[config.mk]
export PLATFORM = sky130hd
export DESIGN_NAME = uart_tx_fifo_drain
export DESIGN_NICKNAME = d
export VERILOG_FILES = /design/src/rtl/uart_tx_fifo_drain.sv
export SDC_FILE = /design/constraint.sdc
export NUM_CORES = 1
export LEC_CHECK = 0
export CORE_MARGIN = 10
export CORE_UTILIZATION = 25
export DETAILED_ROUTE_END_ITERATION = 8
export DONT_BUFFER_PORTS = 1
export GPL_TIMING_DRIVEN = 0
export PLACE_DENSITY_LB_ADDON = 0.1
export REMOVE_ABC_BUFFERS = 1
export SLEW_MARGIN = 40
export SYNTH_ARGS = -nofsm -noshare
export SYNTH_HDL_FRONTEND = slang
export SYNTH_SLANG_ARGS = --single-unit
export TNS_END_PERCENT = 20
[constraint.sdc]
create_clock -name clk -period 3.78 [get_ports clk]
set_input_delay 0.945 -clock clk [delete_from_list [all_inputs] [get_ports clk]]
set_output_delay 0.945 -clock clk [all_outputs]
set_load 0.03 [all_outputs]
[src/rtl/uart_tx_fifo_drain.sv]
// uart_tx_fifo_drain: pops one word per frame from a sync FIFO and sends it
// LSB-first as a UART frame on tx (start, data, [parity], stop bits).
// Ports: clk, rst_n (async, active-low), tx_en, fifo_empty, fifo_data,
// fifo_rd_en (single-cycle pop), tx (idle high), busy, frame_done.
// Optional parity bit enabled by defining UART_TX_PARITY_EN (adds PARITY_ODD).
module uart_tx_fifo_drain #(
    parameter int DATA_WIDTH   = 8,
    parameter int CLKS_PER_BIT = 434,
    parameter int STOP_BITS    = 1
`ifdef UART_TX_PARITY_EN
    ,
    parameter bit PARITY_ODD   = 1'b0
`endif
) (
    input  logic                  clk,
    input  logic                  rst_n,
    input  logic                  tx_en,
    input  logic                  fifo_empty,
    input  logic [DATA_WIDTH-1:0] fifo_data,
    output logic                  fifo_rd_en,
    output logic                  tx,
    output logic                  busy,
    output logic                  frame_done
);

    localparam int BW   = (CLKS_PER_BIT > 2) ? $clog2(CLKS_PER_BIT) : 1;
    localparam int NMAX = (DATA_WIDTH > STOP_BITS) ? DATA_WIDTH : STOP_BITS;
    localparam int NW   = (NMAX > 1) ? $clog2(NMAX) : 1;

    localparam logic [BW-1:0] BAUD_LAST = BW'(CLKS_PER_BIT - 1);
    localparam logic [BW-1:0] BAUD_PRE  = BW'(CLKS_PER_BIT - 2);
    localparam logic [NW-1:0] DATA_LAST = NW'(DATA_WIDTH - 1);
    localparam logic [NW-1:0] STOP_LAST = NW'(STOP_BITS - 1);

    typedef enum logic [2:0] {
        S_IDLE,
        S_FETCH,
        S_START,
        S_DATA,
`ifdef UART_TX_PARITY_EN
        S_PARITY,
`endif
        S_STOP
    } state_t;

    state_t                  state_q, state_d;
    logic [BW-1:0]           baud_q, baud_d;
    logic [NW-1:0]           bit_q, bit_d;
    logic [DATA_WIDTH-1:0]   shift_q, shift_d;
    logic                    tx_q, tx_d;
    logic                    busy_q, busy_d;
    logic                    done_q, done_d;
`ifdef UART_TX_PARITY_EN
    logic                    par_q, par_d;
`endif

    logic                    baud_end;
    logic [BW-1:0]           baud_nx;
    logic [DATA_WIDTH-1:0]   shift_nx;

    // Gated by rst_n so no word is popped (and lost) while held in reset.
    assign fifo_rd_en = rst_n && (state_q == S_IDLE) && tx_en && !fifo_empty;

    assign baud_end = (baud_q == BAUD_LAST);
    assign baud_nx  = baud_end ? '0 : baud_q + 1'b1;
    assign shift_nx = shift_q >> 1;

    // tx/busy/frame_done are computed one cycle ahead so they leave flops.
    always_comb begin
        state_d = state_q;
        baud_d  = baud_q;
        bit_d   = bit_q;
        shift_d = shift_q;
        tx_d    = tx_q;
        busy_d  = busy_q;
        done_d  = 1'b0;
`ifdef UART_TX_PARITY_EN
        par_d   = par_q;
`endif
        unique case (state_q)
            S_IDLE: begin
                tx_d   = 1'b1;
                busy_d = 1'b0;
                if (fifo_rd_en) begin
                    state_d = S_FETCH;
                    busy_d  = 1'b1;
                end
            end
            S_FETCH: begin
                shift_d = fifo_data;
`ifdef UART_TX_PARITY_EN
                par_d   = (^fifo_data) ^ PARITY_ODD;
`endif
                baud_d  = '0;
                state_d = S_START;
                tx_d    = 1'b0;
            end
            S_START: begin
                baud_d = baud_nx;
                if (baud_end) begin
                    state_d = S_DATA;
                    bit_d   = '0;
                    tx_d    = shift_q[0];
                end
            end
            S_DATA: begin
                baud_d = baud_nx;
                if (baud_end) begin
                    shift_d = shift_nx;
                    if (bit_q == DATA_LAST) begin
                        bit_d = '0;
`ifdef UART_TX_PARITY_EN
                        state_d = S_PARITY;
                        tx_d    = par_q;
`else
                        state_d = S_STOP;
                        tx_d    = 1'b1;
`endif
                    end else begin
                        bit_d = bit_q + 1'b1;
                        tx_d  = shift_nx[0];
                    end
                end
            end
`ifdef UART_TX_PARITY_EN
            S_PARITY: begin
                baud_d = baud_nx;
                if (baud_end) begin
                    state_d = S_STOP;
                    tx_d    = 1'b1;
                end
            end
`endif
            S_STOP: begin
                baud_d = baud_nx;
                // Pulse lands on the final cycle of the final stop bit.
                if (baud_q == BAUD_PRE && bit_q == STOP_LAST) begin
                    done_d = 1'b1;
                end
                if (baud_end) begin
                    if (bit_q == STOP_LAST) begin
                        bit_d   = '0;
                        state_d = S_IDLE;
                        busy_d  = 1'b0;
                    end else begin
                        bit_d = bit_q + 1'b1;
                    end
                end
            end
            default: begin
                state_d = S_IDLE;
                baud_d  = '0;
                bit_d   = '0;
                tx_d    = 1'b1;
                busy_d  = 1'b0;
            end
        endcase
    end

    always_ff @(posedge clk or negedge rst_n) begin
        if (!rst_n) begin
            state_q <= S_IDLE;
            baud_q  <= '0;
            bit_q   <= '0;
            shift_q <= '0;
            tx_q    <= 1'b1;
            busy_q  <= 1'b0;
            done_q  <= 1'b0;
`ifdef UART_TX_PARITY_EN
            par_q   <= 1'b0;
`endif
        end else begin
            state_q <= state_d;
            baud_q  <= baud_d;
            bit_q   <= bit_d;
            shift_q <= shift_d;
            tx_q    <= tx_d;
            busy_q  <= busy_d;
            done_q  <= done_d;
`ifdef UART_TX_PARITY_EN
            par_q   <= par_d;
`endif
        end
    end

    assign tx         = tx_q;
    assign busy       = busy_q;
    assign frame_done = done_q;

endmodule

=== Word-level counts from Yosys, hierarchy flattened ===
Cells that the tools add are included.

* Register bits: 26
* Output and inout bits: 4

* Mux-type cells: 27
* Reduce and logical (&&, ||, !) cells: 16
* Eq/ne operators: 13
* Add/sub/neg operators: 2
* Bitwise operators: 3

{| class="wikitable"
|+ Operator list
! cell !! number
|-
| 3-bit 2-to-1 mux || 11
|-
| 9-bit equality test, second input constant || 2
|-
| 9-bit one-hot mux with 2 select lines || 1
|-
| 8-bit one-hot mux with 2 select lines || 1
|-
| 3-bit one-hot mux with 5 select lines || 1
|-
| 2-bit inequality test, second input constant || 6
|-
| 3-bit one-hot mux with 4 select lines || 1
|-
| 9-bit by 1-bit adder with 9-bit output, second input constant || 1
|-
| 9-bit 2-to-1 mux || 1
|-
| 1-bit 2-to-1 mux || 8
|-
| 8-bit 2-to-1 mux || 1
|-
| 3-bit by 2-bit equality test with 1-bit output, second input constant || 2
|-
| 3-bit equality test, second input constant || 2
|-
| 3-bit zero test || 2
|-
| 3-bit AND reduction || 2
|-
| 6-bit AND reduction || 1
|-
| 3-bit OR reduction || 2
|-
| 1-bit logical AND || 4
|-
| 1-bit one-hot mux with 4 select lines || 1
|-
| 4-bit AND reduction || 1
|-
| 3-bit by 1-bit adder with 3-bit output, second input constant || 1
|-
| 3-bit by 1-bit equality test with 1-bit output, second input constant || 1
|-
| 1-bit NOT || 3
|-
| 1-bit one-hot mux with 3 select lines || 1
|-
| 4 further kinds || 4
|}

=== Logic depth before layout (Yosys ltp) ===
Gate-level depths: netlist (run 1).

* Word-level depth: 6
* Mapped depth: 7
* Mapped depth without buffers: 6

=== Worst setup path before layout (run 1) ===
OpenSTA, ideal clock, no wires.

* Path type: input -> output
* Start: input port fifo_empty
* End: output port fifo_rd_en
* Setup slack: 1300 ps
* Required time: 2835 ps
* Arrival time: 1535 ps
* Stages on the path: 2
* Cells stage by stage: nand3b_1 -> nor2_1

* Longest elaborated chain between the ends: 2

{| class="wikitable"
|+ Ends and longest elaborated chain
! what !! RTL line !! source
|-
| from (decl) || 18 || <nowiki>input logic fifo_empty,</nowiki>
|-
| 1-bit zero test || 62 || <nowiki>assign fifo_rd_en = rst_n && (state_q == S_IDLE) && tx_en && !fifo_empty;</nowiki>
|-
| 1-bit logical AND || 62 ||
|-
| to (decl) || 20 || <nowiki>output logic fifo_rd_en,</nowiki>
|}

Every way passes these cells.

=== Worst setup path after layout (run 1) ===
* Start: register state_q[2]
* End: output port fifo_rd_en

* Longest elaborated chain between the ends: 4

{| class="wikitable"
|+ Ends and longest elaborated chain
! what !! RTL line !! source
|-
| from (decl) || 46 || <nowiki>state_t state_q, state_d;</nowiki>
|-
| from (signal assigned) || 173 || <nowiki>state_q <= state_d;</nowiki>
|-
| 3-bit zero test || 62 ||
|-
| 1-bit logical AND (3 in a row) || 62 ||
|}

Every way passes these cells.

==> results of run 1 <==
-- registers in the layout (all words and copies together), names as in the netlist --
signal      cells
baud_q          9
bit_q           3
busy            1
frame_done      1
shift_q         8
state_q         3
tx              1
-- cell families (layout without fill, tap and decap cells) --
logic type,after synthesis,count (layout),share of synthesized area (%)
and+or+nand+nor,44,44,16.4
AOI/OAI and AO/OA,40,40,17.4
xor gates and xnor gates,7,7,3.97
buffers and inverters,13,12,3.41
other,0,1,0
DFF,26,26,42.3
muxes,16,16,11.7
adders and majority gates,6,6,4.87
-- worst min path at each step --
stage / from / endpoint / slack, ps / cells after the start
2_1_floorplan: shift_q[2] / shift_q[2] / 450 / 1
3_3_place_gp: shift_q[6] / shift_q[6] / 470 / 1
3_5_place_dp: shift_q[2] / shift_q[2] / 480 / 1
4_1_cts: rst_n / bit_q[0] / 330 / 0
5_1_grt: rst_n / state_q[2] / 320 / 0
6_report: rst_n / bit_q[1] / 340 / 0
-- Yosys cell counts (3+ instances only) --
master    count  area (um^2)
nor2_1        7         26.3
nand4_1       4         25.0
inv_1         8         30.0
xor2_1        4         35.0
nand3b_1      3         22.5
clkbuf_1      4         15.0
nand2_1       9         33.8
nor3_1        5         25.0
o21ai_0       5         25.0
xnor2_1       3         26.3
mux2_1        7         78.8
a21oi_1      14         70.1
ha_1          6         75.1
mux2_2        9          101
dfrtp_1      25          626
-- routing by layer --
metal / vias to the layer above / track usage (%) / wire length, um
met5: - / 0 / 0
met4: 0 / 2.65 / 42
met3: 5 / 3.98 / 343
met2: 35 / 12.5 / 1760
met1: 579 / 9.55 / 1770
li1: 561 / - / -
-- critical path: stages (launching register included) --
cell and delay (ps):
dfrtp_1 580, or3_1 560, nor2_1 500
-- stage by stage --
stage          total power [mW]  hold slack [ps]  instance area (um^2)  utilization [%]  setup WS (ps)
5_1_grt                    1.10              319                  1690             28.3            802
3_5_place_dp              0.799              475                  1610             27.1           1170
2_1_floorplan             0.716              454                  1520                -           1300
6_report                   1.03              342                  1690             28.3            913
3_3_place_gp              0.790              469                  1610             27.1           1160
4_1_cts                    1.04              332                  1690             28.3            871
-- area by class of cell --
class / instances / share of cell area, %
clock inverters: 1 / 1.78
multi-input cells: 113 / 49.7
flip-flops and latches: 26 / 38.6
diodes: 1 / 0.148
well taps: 75 / 5.56
clock buffers: 3 / 2.45
inverters: 8 / 1.78
-- power by group --
group / switching (mW) / leakage (nW) / internal [mW]
Sequential: 0.127 / 0.329 / 0.377
Clock: 0.102 / 0.0357 / 0.142
Combinational: 0.127 / 0.327 / 0.151
==> impl_metrics.toml, run 1 <==
[floorplanning]
die_w_um = 98.6
pin_count = 16
rows = 28
dieArea_mm2 = 0.00971
die_h_um = 98.6
core_area_mm2 = 0.00596
initial_core_util_pct = 25.9

[timing]
worst_pin_slew_ps = 573
hold_violations = 0
rsz0062_at_grt = "no"
slew_headroom_pct = 61.6
fin_crit_sh_pct = 75.8
layout_min_cycle_time_ps = 2870
tns_ps = 0
setup_violations = 0
fin_skew_ps = 2.71
finalMaxSlewViolations = 0
max_freq_mhz = 349

[run_status]
status = "finished clean"

[drt]
ant_nets = 0
wl_mm = 3.91
vias_per_cell = 5.20
detail_route.wl_per_cell_um = 17.2
drt-pass1-iter-count = 4
vias = 1180
dr.first_iter.drc_count = 120
drc = 0

[cells_and_area]
area_growth_pct = 9.41
fin_cells = 227
fillers = 649
fin_nets = 170
multi_input_area_um2 = 838
regArea_um2 = 652
drive_gt1_share_pct = 13.9
final_common_cell = "dfrtp_1"
final_cell_mix = "dfrtp_1, a21oi_1, nand2_1, mux2_2, inv_1"

[synth]
synth_seq_area_share_pct = 42.3
ys_types = 46
ys_ff_latch = 26
syn_avg_cell_area_um2 = 10.1
synth_edf_count = 0
ys_async_sr_fraction_pct = 100
yosys_warnings = 0
syn_area_mm2 = 0.00154
synth_cells = 152
synthFlopType = "dfrtp_1"

[cts]
cts_repair_resize_count = 0
ctsHtreeMaxLevel = 1
cts_tree = "yes"
clkLatencyLatePin_ps = 280
clk_pin_slew_worst_paths_ps = 100
cts_buffers = 3
clkSinkCount = 26
cts_buffer_depth = 2
cts_hold_buf = 0
cts_root_buf = "clkbuf_8"
postCtsSetupRepairBufs = 0

[run]
maxCapViolCount = 0

[setup_path]
r2r_cells = 4
crit_end = "fifo_rd_en"
r2r-end = "shift_q[3]"
rrSetupSlack_ps = 1610
cp.required_ps = 2830
path_class = "reg -> out"
path_max_fanout = 16
worstSetupStartpointType = "flop"
timing.rr.start = "baud_q[6]"
arrival_ps = 1920
cp-startpoint = "state_q[2]"
cp-end-kind = "output pin"

[pwr]
power_density_mw_per_mm2 = 608
cellLeakagePower_nw = 0.691
vdd_drop_max_mv = 0.193

[hold_path]
hold_class = "in -> async"

[placement]
dpl.hpwl_mm = 2.80
post-place-cells = 222
gp_congestion = 0.788
portBuffers = 0

[grt]
grt_pass1_vias = 1205
antenna_found_initial = 1
grt_pass1_wl_mm = 6.42
overflow = 0
grt_usage_pct = 8.09
grt_max_degree = 28
(Power assumes the default switching activity.)
==> inputs of run 2 (changes only) <==
clock period = 2.5 ns   (was 3.78 ns; I/O delays follow)
==> run 2 against run 1 <==
Compared with the run above:
- final cell count is 0.44% higher
- critical path depth stayed put
- sequential share of layout area is 0.40 points lower
- core utilization is 0.29 points higher
- via count is 0.76% lower
- flip-flop and latch count stayed put
- total power is 52% higher
- clock skew is 2.2 ps higher
- hold slack worse by 320 ps
- register-to-register slack worse by 1300 ps
- largest power group unchanged
==> impl_metrics.toml, run 2 (synthesized netlist as in run 1, its figures left out) <==
[pwr]
p_sw_share_pct = 34.9
power.switching_mw = 0.544
intPower_mw = 1.02
power_density_mw_per_mm2 = 914
vdd_drop_max_mv = 0.292
clkPwrFrac_pct = 23.7
seq_power_share_pct = 48.9
power_frac_comb_pct = 27.4
cellLeakagePower_nw = 0.695

[setup_path]
cp.required_ps = 1880
worstSetupStartpointType = "flop"
arrival_ps = 1720
path_class = "reg -> out"
path_max_fanout = 16
cp-end-kind = "output pin"

[floorplanning]
dieArea_mm2 = 0.00971
rows = 28
die_w_um = 98.6
pin_count = 16
core_area_mm2 = 0.00596
die_h_um = 98.6
initial_core_util_pct = 25.9

[timing]
setup_violations = 0
fin_skew_ps = 4.87
hold_violations = 0
rsz0062_at_grt = "no"
tns_ps = 0
max_freq_mhz = 427
fin_crit_sh_pct = 93.7
layout_min_cycle_time_ps = 2340
slew_headroom_pct = 53.3
finalMaxSlewViolations = 0
worst_pin_slew_ps = 698
fin_ws_ps = 158

[cells_and_area]
regMostFlops = "baud_q"
drive_gt1_share_pct = 14.5
fin_nets = 171
largest_reg_flops = 9
top_regs = "baud_q: 9 flops, shift_q: 8 flops"
final_cell_mix = "dfrtp_1, a21oi_1, nand2_1, mux2_2, inv_1"
area_growth_pct = 10.5
final_common_cell = "dfrtp_1"

[drt]
wl_mm = 3.95
ant_nets = 0
drc = 0
dr.first_iter.drc_count = 110
vias = 1171
vias_per_cell = 5.14
drt-pass1-iter-count = 4
detail_route.wl_per_cell_um = 17.3

[grt]
grt_max_degree = 28
grt_pass1_vias = 1205
overflow = 0
grt_pass1_wl_mm = 6.43
grt_usage_pct = 8.10
antenna_found_initial = 1

[cts]
cts_tree = "yes"
postCtsSetupRepairBufs = 0
ctsHtreeMaxLevel = 1
clk_pin_slew_worst_paths_ps = 100
cts_buffers = 3
clkLatencyLatePin_ps = 280
cts_root_buf = "clkbuf_8"
cts_buffer_depth = 2
clkSinkCount = 26

[placement]
portBuffers = 0
gp_congestion = 0.788
post-place-ws_ps = 240
dpl.hpwl_mm = 2.80

[run_status]
status = "finished clean"

[hold_path]
hold_class = "in -> async"

[run]
maxCapViolCount = 0
## run 2: changes by cell type in the layout (fill, tap and decap cells not counted), sizes merged
cell,change
dlygate4sd3,+1
## run 2: worst paths after layout
kind	startpoint	endpoint	slack (ps)	cells after the start
max	state_q[2]	fifo_rd_en	160	2
max in group asynchronous	rst_n	shift_q[0]	1240	1
min	rst_n	bit_q[1]	20	0
min in group clk	shift_q[4]	shift_q[4]	490	1
min reg2reg	shift_q[4]	shift_q[4]	490	1
max reg2reg	baud_q[1]	shift_q[3]	330	6
## run 2: metrics by stage
| stage | util, % | power, mW | instances | hold WS (ps) | instance area [um^2] |
|---|---|---|---|---|---|
| final | 28.6 | 1.56 | 228 | 21.5 | 1710 |
| after global placement | 27.1 | 1.19 | 222 | 331 | 1610 |
| after global routing | 28.6 | 1.68 | 227 | 3.68 | 1700 |
| after floorplan | - | 1.08 | 147 | 329 | 1520 |
| after detailed placement | 27.1 | 1.21 | 222 | 331 | 1610 |
| after CTS | 28.3 | 1.58 | 226 | 12.4 | 1690 |
## run 2: worst max-delay path, cell delays in order, from the launching register on
cell,delay (ps)
dfrtp_1,580
or3_1,580
nor2_4,260
## run 2: power by group through the flow
stage | clock network (mW) | logic (mW) | registers (mW)
6_report | 0.370 | 0.427 | 0.762
2_1_floorplan | 0 | 0.361 | 0.721
5_1_grt | 0.396 | 0.490 | 0.792
4_1_cts | 0.380 | 0.433 | 0.765
3_3_place_gp | 0 | 0.425 | 0.770
3_5_place_dp | 0 | 0.432 | 0.776
## run 2: final cells by class
cell class                 instances  area, um^2
fill                             650        4250
multi-input combinational        113         846
sequential                        26         652
tap                               75        93.8
clock buffer                       3        41.3
clock inverter                     1        30.0
inverter                           8        30.0
timing repair buffer               1        10.0
antenna                            1        2.50
## run 2: repair_timing
item                       in CTS  in global routing
gates resized for setup         1                  1
hold endpoints to repair        0                 14
setup endpoints to repair       1                  1
hold buffers                    0                  1
gates cloned                    0                  0
## run 2: metal layers
metal	wire length (um)	vias up	part of all wire (%)	global-route usage (%)
met5	0	-	0	0
met4	42	0	1.1	2.65
met3	363	5	9.2	4.12
met2	1780	32	45	12.5
met1	1770	572	45	9.51
li1	-	562	-	-
